## config.mk

```make
export PLATFORM = sky130hd
export DESIGN_NAME = calc_alu_seq
export DESIGN_NICKNAME = d
export VERILOG_FILES = /design/src/rtl/calc_alu_seq.sv
export SDC_FILE = /design/constraint.sdc
export NUM_CORES = 1
export LEC_CHECK = 0
export BUFFER_PORTS_ARGS = -buffer_cell sky130_fd_sc_hd__buf_2
export CAP_MARGIN = 5
export CORE_ASPECT_RATIO = 1.25
export CORE_MARGIN = 5
export CORE_UTILIZATION = 50
export CTS_CLUSTER_DIAMETER = 60
export DETAILED_ROUTE_END_ITERATION = 6
export GPL_ROUTABILITY_DRIVEN = 0
export PLACE_DENSITY = 0.67
export RECOVER_POWER = 100
export SYNTH_ARGS = -nofsm -noshare
export SYNTH_HDL_FRONTEND = slang
export SYNTH_SLANG_ARGS = --single-unit
```

## constraint.sdc

```tcl
create_clock -name clk -period 8.4 [get_ports clk]
set_clock_uncertainty 0.2 [all_clocks]
set_input_delay 1.26 -clock clk [delete_from_list [all_inputs] [get_ports clk]]
set_output_delay 1.26 -clock clk [all_outputs]
set_load 0.05 [all_outputs]
```

## src/rtl/calc_alu_seq.sv

```systemverilog
// calc_alu_seq: sequenced ALU with one registered 2*WIDTH-bit result.
// Logic/ADD/SUB finish in one execute cycle; MUL is a WIDTH-step shift-add.
//
// Ports:
//   clk      : system clock, rising edge
//   reset_n  : synchronous active-low reset
//   start    : request strobe, sampled only while idle
//   op       : 000 XOR, 001 AND, 010 OR, 011 ADD, 100 SUB, 101 MUL, else invalid
//   num1     : operand A, captured with start
//   num2     : operand B, captured with start
//   busy     : high in every state except idle
//   done     : one-cycle completion pulse
//   ans      : registered result, held until the next completion
//   carry    : ADD carry-out / SUB borrow, 0 otherwise
//   zero     : completed result is zero
//   err      : completed op code was invalid
module calc_alu_seq #(
    parameter int WIDTH = 8
) (
    input  logic               clk,
    input  logic               reset_n,
    input  logic               start,
    input  logic [2:0]         op,
    input  logic [WIDTH-1:0]   num1,
    input  logic [WIDTH-1:0]   num2,
    output logic               busy,
    output logic               done,
    output logic [2*WIDTH-1:0] ans,
    output logic               carry,
    output logic               zero,
    output logic               err
);

    localparam int AW = 2 * WIDTH;
    localparam int CW = (WIDTH > 1) ? $clog2(WIDTH) : 1;
    localparam logic [CW-1:0] LAST = CW'(WIDTH - 1);

    localparam logic [2:0] OP_XOR = 3'b000;
    localparam logic [2:0] OP_AND = 3'b001;
    localparam logic [2:0] OP_OR  = 3'b010;
    localparam logic [2:0] OP_ADD = 3'b011;
    localparam logic [2:0] OP_SUB = 3'b100;
    localparam logic [2:0] OP_MUL = 3'b101;

    typedef enum logic [1:0] {
        S_IDLE,
        S_EXEC,
        S_MUL,
        S_DONE
    } state_t;

    state_t           r_state;
    logic [WIDTH-1:0] r_a;
    logic [WIDTH-1:0] r_b;
    logic [2:0]       r_op;
    logic [CW-1:0]    r_cnt;
    logic [AW-1:0]    r_acc;
    logic [AW-1:0]    r_mcand;
    logic [WIDTH-1:0] r_mplier;
    logic [AW-1:0]    r_ans;
    logic             r_carry;
    logic             r_zero;
    logic             r_err;

    state_t           w_state;
    logic [WIDTH-1:0] w_a;
    logic [WIDTH-1:0] w_b;
    logic [2:0]       w_op;
    logic [CW-1:0]    w_cnt;
    logic [AW-1:0]    w_acc;
    logic [AW-1:0]    w_mcand;
    logic [WIDTH-1:0] w_mplier;
    logic [AW-1:0]    w_ans;
    logic             w_carry;
    logic             w_zero;
    logic             w_err;

    logic [WIDTH:0]   w_sum;
    logic [WIDTH-1:0] w_dif;
    logic             w_borrow;
    logic [AW-1:0]    w_exec_res;
    logic             w_exec_carry;
    logic             w_exec_err;
    logic [AW-1:0]    w_step_sum;

    // Single-cycle datapath, evaluated from the latched operands.
    always_comb begin
        w_sum        = {1'b0, r_a} + {1'b0, r_b};
        w_dif        = r_a - r_b;
        w_borrow     = (r_a < r_b);
        w_exec_res   = '0;
        w_exec_carry = 1'b0;
        w_exec_err   = 1'b0;
        case (r_op)
            OP_XOR: w_exec_res = AW'(r_a ^ r_b);
            OP_AND: w_exec_res = AW'(r_a & r_b);
            OP_OR:  w_exec_res = AW'(r_a | r_b);
            OP_ADD: begin
                w_exec_res   = AW'(w_sum);
                w_exec_carry = w_sum[WIDTH];
            end
            OP_SUB: begin
                w_exec_res   = AW'(w_dif);
                w_exec_carry = w_borrow;
            end
            default: w_exec_err = 1'b1;
        endcase
    end

    // Multiplicand is pre-shifted each step, so only multiplier bit 0
    // needs testing; the accumulator sum is the product on the last step.
    assign w_step_sum = r_acc + (r_mplier[0] ? r_mcand : '0);

    always_comb begin
        w_state  = r_state;
        w_a      = r_a;
        w_b      = r_b;
        w_op     = r_op;
        w_cnt    = r_cnt;
        w_acc    = r_acc;
        w_mcand  = r_mcand;
        w_mplier = r_mplier;
        w_ans    = r_ans;
        w_carry  = r_carry;
        w_zero   = r_zero;
        w_err    = r_err;
        unique case (r_state)
            S_IDLE: begin
                if (start) begin
                    w_a      = num1;
                    w_b      = num2;
                    w_op     = op;
                    w_cnt    = '0;
                    w_acc    = '0;
                    w_mcand  = AW'(num1);
                    w_mplier = num2;
                    w_state  = (op == OP_MUL) ? S_MUL : S_EXEC;
                end
            end
            S_EXEC: begin
                w_ans   = w_exec_res;
                w_carry = w_exec_carry;
                w_err   = w_exec_err;
                w_zero  = (w_exec_res == '0);
                w_state = S_DONE;
            end
            S_MUL: begin
                w_acc    = w_step_sum;
                w_mcand  = r_mcand << 1;
                w_mplier = r_mplier >> 1;
                w_cnt    = r_cnt + 1'b1;
                if (r_cnt == LAST) begin
                    w_ans   = w_step_sum;
                    w_carry = 1'b0;
                    w_err   = 1'b0;
                    w_zero  = (w_step_sum == '0);
                    w_state = S_DONE;
                end
            end
            S_DONE: w_state = S_IDLE;
            default: w_state = S_IDLE;
        endcase
    end

    always_ff @(posedge clk) begin
        if (!reset_n) begin
            r_state  <= S_IDLE;
            r_a      <= '0;
            r_b      <= '0;
            r_op     <= '0;
            r_cnt    <= '0;
            r_acc    <= '0;
            r_mcand  <= '0;
            r_mplier <= '0;
            r_ans    <= '0;
            r_carry  <= 1'b0;
            r_zero   <= 1'b0;
            r_err    <= 1'b0;
        end else begin
            r_state  <= w_state;
            r_a      <= w_a;
            r_b      <= w_b;
            r_op     <= w_op;
            r_cnt    <= w_cnt;
            r_acc    <= w_acc;
            r_mcand  <= w_mcand;
            r_mplier <= w_mplier;
            r_ans    <= w_ans;
            r_carry  <= w_carry;
            r_zero   <= w_zero;
            r_err    <= w_err;
        end
    end

    assign busy  = (r_state != S_IDLE);
    assign done  = (r_state == S_DONE);
    assign ans   = r_ans;
    assign carry = r_carry;
    assign zero  = r_zero;
    assign err   = r_err;

endmodule

```

## Word level (Yosys, flattened, before mapping)

Index checks and enable logic that the tools add are counted.

- Register bits after elaboration: 83
- Bits of input ports: 22

- Add/subtract/negate cells: 4
- Order comparisons: 1
- Equality and inequality tests: 11
- Muxes and demuxes: 23
- Bitwise operators: 3
- Reduce and logical (&&, ||, !) cells: 12

Operators with widths:

| kind | number |
|---|---|
| one-hot mux 16 bit (2 select lines) | 3 |
| 2-to-1 mux 16 bit | 4 |
| one-hot mux 9 bit (5 select lines) | 1 |
| zero test 16 bit | 2 |
| adder 16 bit | 1 |
| one-hot mux 8 bit (2 select lines) | 1 |
| adder 8 x 8 -> 9 bit | 1 |
| equality test 3 bit, second input constant | 3 |
| AND 8 bit | 1 |
| less-than comparator 8 bit | 1 |
| 2-to-1 mux 8 bit | 1 |
| OR 8 bit | 1 |
| one-hot mux 1 bit (2 select lines) | 4 |
| one-hot mux 2 bit (4 select lines) | 1 |
| AND reduction 2 bit | 4 |
| subtractor 8 bit | 1 |
| bitwise XOR 8 bit | 1 |
| equality test 3 x 2 -> 1 bit, second input constant | 2 |
| 2-to-1 mux 2 bit | 3 |
| one-hot mux 3 bit (2 select lines) | 1 |
| nonzero test 2 bit | 3 |
| OR reduction 5 bit | 1 |
| equality test 2 bit, second input constant | 2 |
| != test 2 bit, second input constant | 2 |
| other kinds (7) | 9 |

## Longest topological paths before layout

Gate-level depths: netlist of run 1.

- Word-level depth: 5
- Depth in mapped cells: 11
- Depth with buffers taken out: 11

## Worst setup path before layout of run 1

OpenSTA, ideal clock, no wires.

- Kind: flip-flop to flip-flop
- From: reg r_b[0]
- To: reg r_zero, in the netlist zero
- Arrival: 2.507 ns
- Path slack: 5.592 ns
- Cell stages (with the launch flop): 12
- Buffers on the path: 0
- Period minus slack after synthesis: 2.808 ns
- Cells stage by stage: dfxtp_1 > ha_1 > inv_1 > fa_1 > xor2_1 > mux4_2 > o22ai_1 > or4b_1 > nor3_2 > o211ai_1 > o31a_1 > o41ai_1

- Longest elaborated chain between the ends: 4
- Elaborated cells between the ends (all ways): 8

Ends and longest elaborated chain:

| item | line | RTL |
|---|---|---|
| from (decl) | 54 | `logic [WIDTH-1:0] r_b;` |
| from (signal assigned) | 182 | `r_b <= w_b;` |
| subtractor 8 bit, or another cell as far along | 89 | `w_dif = r_a - r_b;` |
| one-hot mux 9 bit (5 select lines) (*) | 94 | `case (r_op)` |
| zero test 16 bit (*) | 144 | `w_zero = (w_exec_res == '0);` |
| one-hot mux 1 bit (2 select lines) (*) | 127 | `unique case (r_state)` |
| to (signal assigned) | 190 | `r_zero <= w_zero;` |
| to (decl) | 62 | `logic r_zero;` |

Mark *: on every way between the ends. The rest lies on a longest branch, timed or not.
A chain may end at the register's enable or synchronous reset.

## Worst setup path after layout of run 1

- From: reg r_state[1]
- To: reg r_mplier[5]

- Longest elaborated chain between the ends: 3
- Elaborated cells between the ends (all ways): 6

Ends and longest elaborated chain:

| item | line | RTL |
|---|---|---|
| from (decl) | 52 | `state_t r_state;` |
| from (signal assigned) | 180 | `r_state <= w_state;` |
| equality test 2 bit / zero test 2 bit (equally long branches) | 127 |  |
| nonzero test 2 bit (no source line) / != test 2 bit (equally long branches) | - |  |
| AND reduction 2 bit (no source line) | - |  |
| to (signal assigned) | 187 | `r_mplier <= w_mplier;` |
| to (decl) | 59 | `logic [WIDTH-1:0] r_mplier;` |

Parallel ways exist; a longest one is shown, timed or not.

==> results.sh, run 1 <==
export IMPL_setup_slack_on_the_worst_flop_to_flop_path_ns=3.31
export IMPL_finalWorstPathRequiredPeriod_ns=5.09
export IMPL_post_synthesis_sequential_area_ratio=0.319
export IMPL_detail_route_wl_per_cell_um=16.7
export IMPL_synth_cells=652
export IMPL_hold_path_class="reg2reg"
export IMPL_synth_mux_area_fraction=0.0476
export IMPL_peakVddDrop_v=0.000143
export IMPL_dp_slack_ns=5.12
export IMPL_synth_async_sr_flop_share=0
export IMPL_post_synth_main_area_contributors="sky130_fd_sc_hd__dfxtp_1, sky130_fd_sc_hd__ha_1, sky130_fd_sc_hd__nor2_1"
export IMPL_failed_checks="capacitance limit, slew limit"
export IMPL_worst_hold_path_num_cells=2
export IMPL_worst_hold_startpoint="ans[15]"
export IMPL_worstReg2RegStart="r_state[1]"
export IMPL_post_layout_nonfiller_instances=806
export IMPL_synth_flop_cell="sky130_fd_sc_hd__dfxtp_1"
export IMPL_area_delta_synth_final_pct=9.57
export IMPL_syn_area_mm2=0.00520
export IMPL_syn_avg_cell_area_um2=7.98
export IMPL_max_slew_worst_pin_slew_ns=2.71
export IMPL_crit_reg2reg_capture="r_mplier[5]"
export IMPL_synth_lib_cells_used_distinct=69
export IMPL_largest_net_degree_at_the_start_of_global_routing=48
export IMPL_final_global_route_overflow_total=0
export IMPL_maxClockFrequency_mhz=197
export IMPL_clk_transition_reported_paths_ns=0.07
export IMPL_clock_tree_htree_level_count=3
export IMPL_cts_resized=0
export IMPL_slew_violations=110
export IMPL_number_of_cells_after_detailed_placement=790
export IMPL_drive_above_1_share=0.0724
export IMPL_port_buffer_count=42
export IMPL_cts_setup_buffers=0
export IMPL_final_hold_viol_count=0
export IMPL_critical_path_arrival_ns=5.13
export IMPL_post_route_drc=0
export IMPL_fin_setup_tns_ns=0
export IMPL_p_sw_mw=0.746
export IMPL_p_clk_frac=0.235
export IMPL_synth_top_family_by_area="compound AO/OA/AOI/OAI gates"
export IMPL_max_clock_path_buffers=2
export IMPL_cellInternalPower_mw=0.904
export IMPL_ctsRootBufferMaster="sky130_fd_sc_hd__clkbuf_16"
export IMPL_initial_utilization=0.512
export IMPL_dp_final_hpwl_mm=10.1
export IMPL_synth_top_cells_by_count="sky130_fd_sc_hd__nor2_1, sky130_fd_sc_hd__dfxtp_1, sky130_fd_sc_hd__nand2_1"
export IMPL_number_of_global_route_vias_before_repair=4534
export IMPL_numCtsBuffers=9
export IMPL_power_after_layout_mw=1.65
export IMPL_rows=41
export IMPL_via_per_inst=5.84
export IMPL_vias=4707
export IMPL_fillers=946
export IMPL_synth_largest_area_cell="sky130_fd_sc_hd__dfxtp_1"
export IMPL_compound_cell_area_share_of_the_yosys_netlist=0.236
export IMPL_maxCapViolations=3
export IMPL_gr_usage_all_layers=0.224
export IMPL_ff_latch_area_mm2=0.00166
export IMPL_finalWirelength_mm=13.4
export IMPL_cts_hold_repair_buffers=0
export IMPL_synth_xor_area_share=0.0236
export IMPL_slew_headroom=-0.826
export IMPL_worst_skew_pair_later_pin_latency_ns=0.35
export IMPL_grt_first_pass_wirelength_mm=22.4
export IMPL_clock_sinks=83
export IMPL_ys_warnings=0
export IMPL_critical_path_slowest_cell="sky130_fd_sc_hd__o21ai_0"
export IMPL_nNetsFinal=741
export IMPL_postSynthNetCount=721
export IMPL_cp_slowest_stage_delay_ns=2.15
export IMPL_timing_final_ws_setup_ns=3.31
export IMPL_sw_frac_of_total=0.452
export IMPL_r2r_cells=6
export IMPL_yosys_area_top_type_share=0.319
export IMPL_seqPwrFrac=0.321
export IMPL_grt_antenna_before_repair=0
export IMPL_drt_initial_drc_count=313
export IMPL_fraction_of_the_mapped_netlist_area_in_simple_logic_gates=0.203
export IMPL_antenna_cells=0
export IMPL_list_of_cells_traversed_by_the_critical_path="ha_1 -> clkbuf_1 -> inv_2 -> o21ai_0 -> nor2_1 -> a211oi_1"
export IMPL_timing_critical_path_fanout_max=32
export IMPL_core_area_mm2=0.0102
export IMPL_most_frequent_cell_after_synthesis="sky130_fd_sc_hd__nor2_1"
export IMPL_dieArea_mm2=0.0126
export IMPL_critPathRequiredTime_ns=8.45
export IMPL_hold_end="ans[15]"
export IMPL_ios=43
export IMPL_startpoint_type="flip-flop"
export IMPL_ys_seq_elements=83
export IMPL_outcome="finished, violations left"
export IMPL_die_w_um=101
export IMPL_clock_tree_from_tritoncts="yes"
export IMPL_comb_power_share=0.444
export IMPL_route_antenna_remaining_nets=0
export IMPL_leakage_nw=2.28
export IMPL_synth_edff_count=0
export IMPL_detail_route_first_pass_iterations=5
export IMPL_powerDensity_mw_per_mm2=289
export IMPL_fin_crit_sh=0.605
export IMPL_unrepaired_setup_endpoints_after_global_routing="false"
export IMPL_yosys_area_share_adder=0.117
export IMPL_setup_viol=0
export IMPL_capturing_element_type_of_the_critical_path="flip-flop"
export IMPL_floorplan_die_height_um=124
export IMPL_multiInputGateArea_mm2=0.00327
export IMPL_timing_worst_setup_path_type="reg2reg"
## worst max-delay path, delay by kind of cell, from the launching register on
kind,cells,cell delay (ns)
AOI/OAI and AO/OA,2,2.44
adders and majority gates,1,0.16
buffers and inverters,2,1.67
DFF,1,0.39
and+or+nand+nor,1,0.11
## cells by family after synthesis
kind of cell               after synthesis
AOI/OAI and AO/OA                      186
xor gates and xnor gates                14
adders and majority gates               47
buffers and inverters                   69
DFF                                     83
muxes                                   23
and+or+nand+nor                        230
## per-stage QoR
step | utilization | cell area [µm²] | hold WS (ns)
2_1_floorplan | - | 5200 | 0.244
3_3_place_gp | 0.537 | 5460 | 0.237
3_5_place_dp | 0.537 | 5460 | 0.244
4_1_cts | 0.566 | 5750 | 0.253
5_1_grt | 0.561 | 5700 | 0.275
6_report | 0.561 | 5700 | 0.254
## sequential cells by signal, indices dropped and copies added (netlist names)
signal and cells:
r_acc 16, err 1, carry 1, r_b 8, r_cnt 3, r_state 2
r_op 3, ans 16, zero 1, r_mcand 16, r_mplier 8, r_a 8
## power groups by stage
stage,clock (mW),combinational [mW],sequential [mW]
final,0.388,0.733,0.529
after global routing,0.419,0.815,0.539
after CTS,0.396,0.737,0.528
after detailed placement,0,0.730,0.538
after global placement,0,0.723,0.533
after floorplan,0,0.520,0.571
## layer usage
layer / share of wire / global-route usage
met3: 0.047 / 0.0521
met5: 0 / 0
met2: 0.50 / 0.383
met1: 0.42 / 0.272
met4: 0.029 / 0.0881
## worst max path at each step
| stage | startpoint | to | cells after the start |
|---|---|---|---|
| after detailed placement | r_mplier[0] | zero | 10 |
| final | r_state[1] | r_mplier[5] | 6 |
| after global routing | r_state[0] | r_mplier[5] | 7 |
| after global placement | r_mplier[0] | zero | 10 |
| after floorplan | r_b[0] | zero | 11 |
| after CTS | r_mplier[0] | zero | 10 |
## layout make-up
class                           instances  area share
Sequential cell                        83       0.291
Timing Repair Buffer                   45      0.0338
Clock inverter                          7      0.0116
Inverter                               33      0.0217
Clock buffer                            9      0.0395
Tap cell                              129      0.0283
Multi-Input combinational cell        500       0.574
## layout by cell type (no fill, tap or decap), drive strengths merged, types with 21 or more instances in the layout
master,count
a211oi,22
a21oi,59
a22oi,29
and2,25
clkbuf,35
dfxtp,83
ha,44
inv,38
mux2i,21
nand2,68
nor2,85
o21ai,23
No activity file was read; power rests on OpenSTA's default activity.
==> inputs of run 2 (changes only) <==
PLACE_DENSITY = 0.69   (was 0.67)
clock period = 4.4 ns   (was 8.4 ns; I/O delays follow)
==> results.sh, run 2 (same netlist as run 1, synthesis figures left out) <==
export IMPL_ios=43
export IMPL_grt_first_pass_wirelength_mm=22.8
export IMPL_largest_net_degree_at_the_start_of_global_routing=54
export IMPL_final_hold_worst_slack_ns=0.256
export IMPL_slew_violations=29
export IMPL_critical_path_arrival_ns=3.41
export IMPL_critical_path_startpoint="r_state[1]"
export IMPL_via_per_inst=5.92
export IMPL_hold_path_class="reg2reg"
export IMPL_fillers=973
export IMPL_maxCapViolations=1
export IMPL_dieArea_mm2=0.0126
export IMPL_rows=41
export IMPL_fin_crit_sh=0.757
export IMPL_numCtsBuffers=9
export IMPL_layout_commonest_cell="sky130_fd_sc_hd__nor2_1"
export IMPL_worst_skew_pair_later_pin_latency_ns=0.34
export IMPL_capturing_element_type_of_the_critical_path="flip-flop"
export IMPL_final_hold_viol_count=0
export IMPL_critPathRequiredTime_ns=4.48
export IMPL_leakage_nw=2.32
export IMPL_clk_transition_reported_paths_ns=0.07
export IMPL_number_of_global_route_vias_before_repair=4700
export IMPL_fin_setup_tns_ns=0
export IMPL_max_slew_worst_pin_slew_ns=1.85
export IMPL_detail_route_wl_per_cell_um=17.1
export IMPL_route_antenna_remaining_nets=0
export IMPL_die_w_um=101
export IMPL_outcome="finished, violations left"
export IMPL_clock_tree_htree_level_count=3
export IMPL_ctsRootBufferMaster="sky130_fd_sc_hd__clkbuf_16"
export IMPL_timing_worst_setup_path_type="reg2reg"
export IMPL_max_clock_path_buffers=2
export IMPL_gr_usage_all_layers=0.227
export IMPL_critical_path_slowest_cell="sky130_fd_sc_hd__clkbuf_1"
export IMPL_final_global_route_overflow_total=0
export IMPL_peakVddDrop_v=0.000289
export IMPL_placement_cell_area_mm2=0.00546
export IMPL_drive_above_1_share=0.0782
export IMPL_cts_setup_buffers=0
export IMPL_port_buffer_count=42
export IMPL_nNetsFinal=742
export IMPL_cp_slowest_stage_delay_ns=1.01
export IMPL_slew_headroom=-0.239
export IMPL_dp_final_hpwl_mm=10.4
export IMPL_cts_resized=0
export IMPL_antenna_cells=0
export IMPL_detail_route_first_pass_iterations=5
export IMPL_path_common_cell="sky130_fd_sc_hd__and2_0"
export IMPL_powerDensity_mw_per_mm2=568
export IMPL_vias=4779
export IMPL_maxClockFrequency_mhz=300
export IMPL_core_area_mm2=0.0102
export IMPL_setup_viol=0
export IMPL_worst_hold_startpoint="ans[15]"
export IMPL_unrepaired_setup_endpoints_after_global_routing="false"
export IMPL_area_delta_synth_final_pct=10.5
export IMPL_clock_tree_from_tritoncts="yes"
export IMPL_timing_critical_path_fanout_max=29
export IMPL_grt_antenna_before_repair=0
export IMPL_final_cell_area_mm2=0.00575
export IMPL_cts_hold_repair_buffers=0
export IMPL_clock_sinks=83
export IMPL_post_route_drc=0
export IMPL_floorplan_die_height_um=124
export IMPL_failed_checks="capacitance limit, slew limit"
export IMPL_list_of_cells_traversed_by_the_critical_path="inv_1 -> ha_1 -> and2_0 -> a21oi_2 -> clkbuf_1 -> nand2_1 -> o21ai_0 -> and2_0"
export IMPL_worstReg2RegStart="r_state[1]"
export IMPL_drt_initial_drc_count=305
export IMPL_finalWorstPathRequiredPeriod_ns=3.33
export IMPL_layout_cells_most_common_list="sky130_fd_sc_hd__nor2_1, sky130_fd_sc_hd__dfxtp_1, sky130_fd_sc_hd__nand2_1"
export IMPL_startpoint_type="flip-flop"
export IMPL_initial_utilization=0.512
export IMPL_finalWirelength_mm=13.8
-- run 2: area by class of cell --
class | instances | area, µm² | area share
Multi-Input combinational cell | 500 | 3260 | 0.567
Sequential cell | 83 | 1660 | 0.289
Clock buffer | 9 | 225 | 0.0392
Timing Repair Buffer | 46 | 210 | 0.0366
Tap cell | 129 | 161 | 0.0281
Inverter | 33 | 124 | 0.0215
Clock inverter | 7 | 106 | 0.0185
-- run 2: layer usage --
layer	up-vias	routed length, µm	global-route usage
met2	135	6880	0.395
met4	0	522	0.102
met1	2261	5850	0.276
met3	41	583	0.0314
li1	2342	-	-
met5	-	0	0
-- run 2: worst max-delay path, delay by kind of cell, from the launching register on --
family	cells	cell delay (ns)
compound gates	2	0.40
fa+ha+maj	1	0.30
buf+inv	2	1.09
flops	1	0.39
simple gates	3	0.89
-- run 2: path summary, 6_finish.rpt --
kind                            slack (ns)  cells past startpoint         to
worst min-delay path                  0.26                      2    ans[15]
worst max register to register        1.07                      8  r_acc[11]
worst max-delay path                  1.07                      8  r_acc[11]
worst min register to register        0.26                      2    ans[15]
-- run 2: metrics by stage --
step            util  cells  setup slack [ns]  total power [mW]
3_5_place_dp   0.538    791              1.22              2.44
2_1_floorplan      -    652              1.59              2.08
6_report       0.566    807              1.07              3.27
4_1_cts        0.570    807              1.20              3.29
5_1_grt        0.566    807             0.820              3.48
3_3_place_gp   0.538    791              1.31              2.41
-- run 2: where the power goes --
group	total [mW]	internal, mW	switching, mW
Combinational	1.42	0.441	0.976
Clock	0.840	0.508	0.331
Sequential	1.01	0.882	0.127
Total	3.27	1.83	1.43
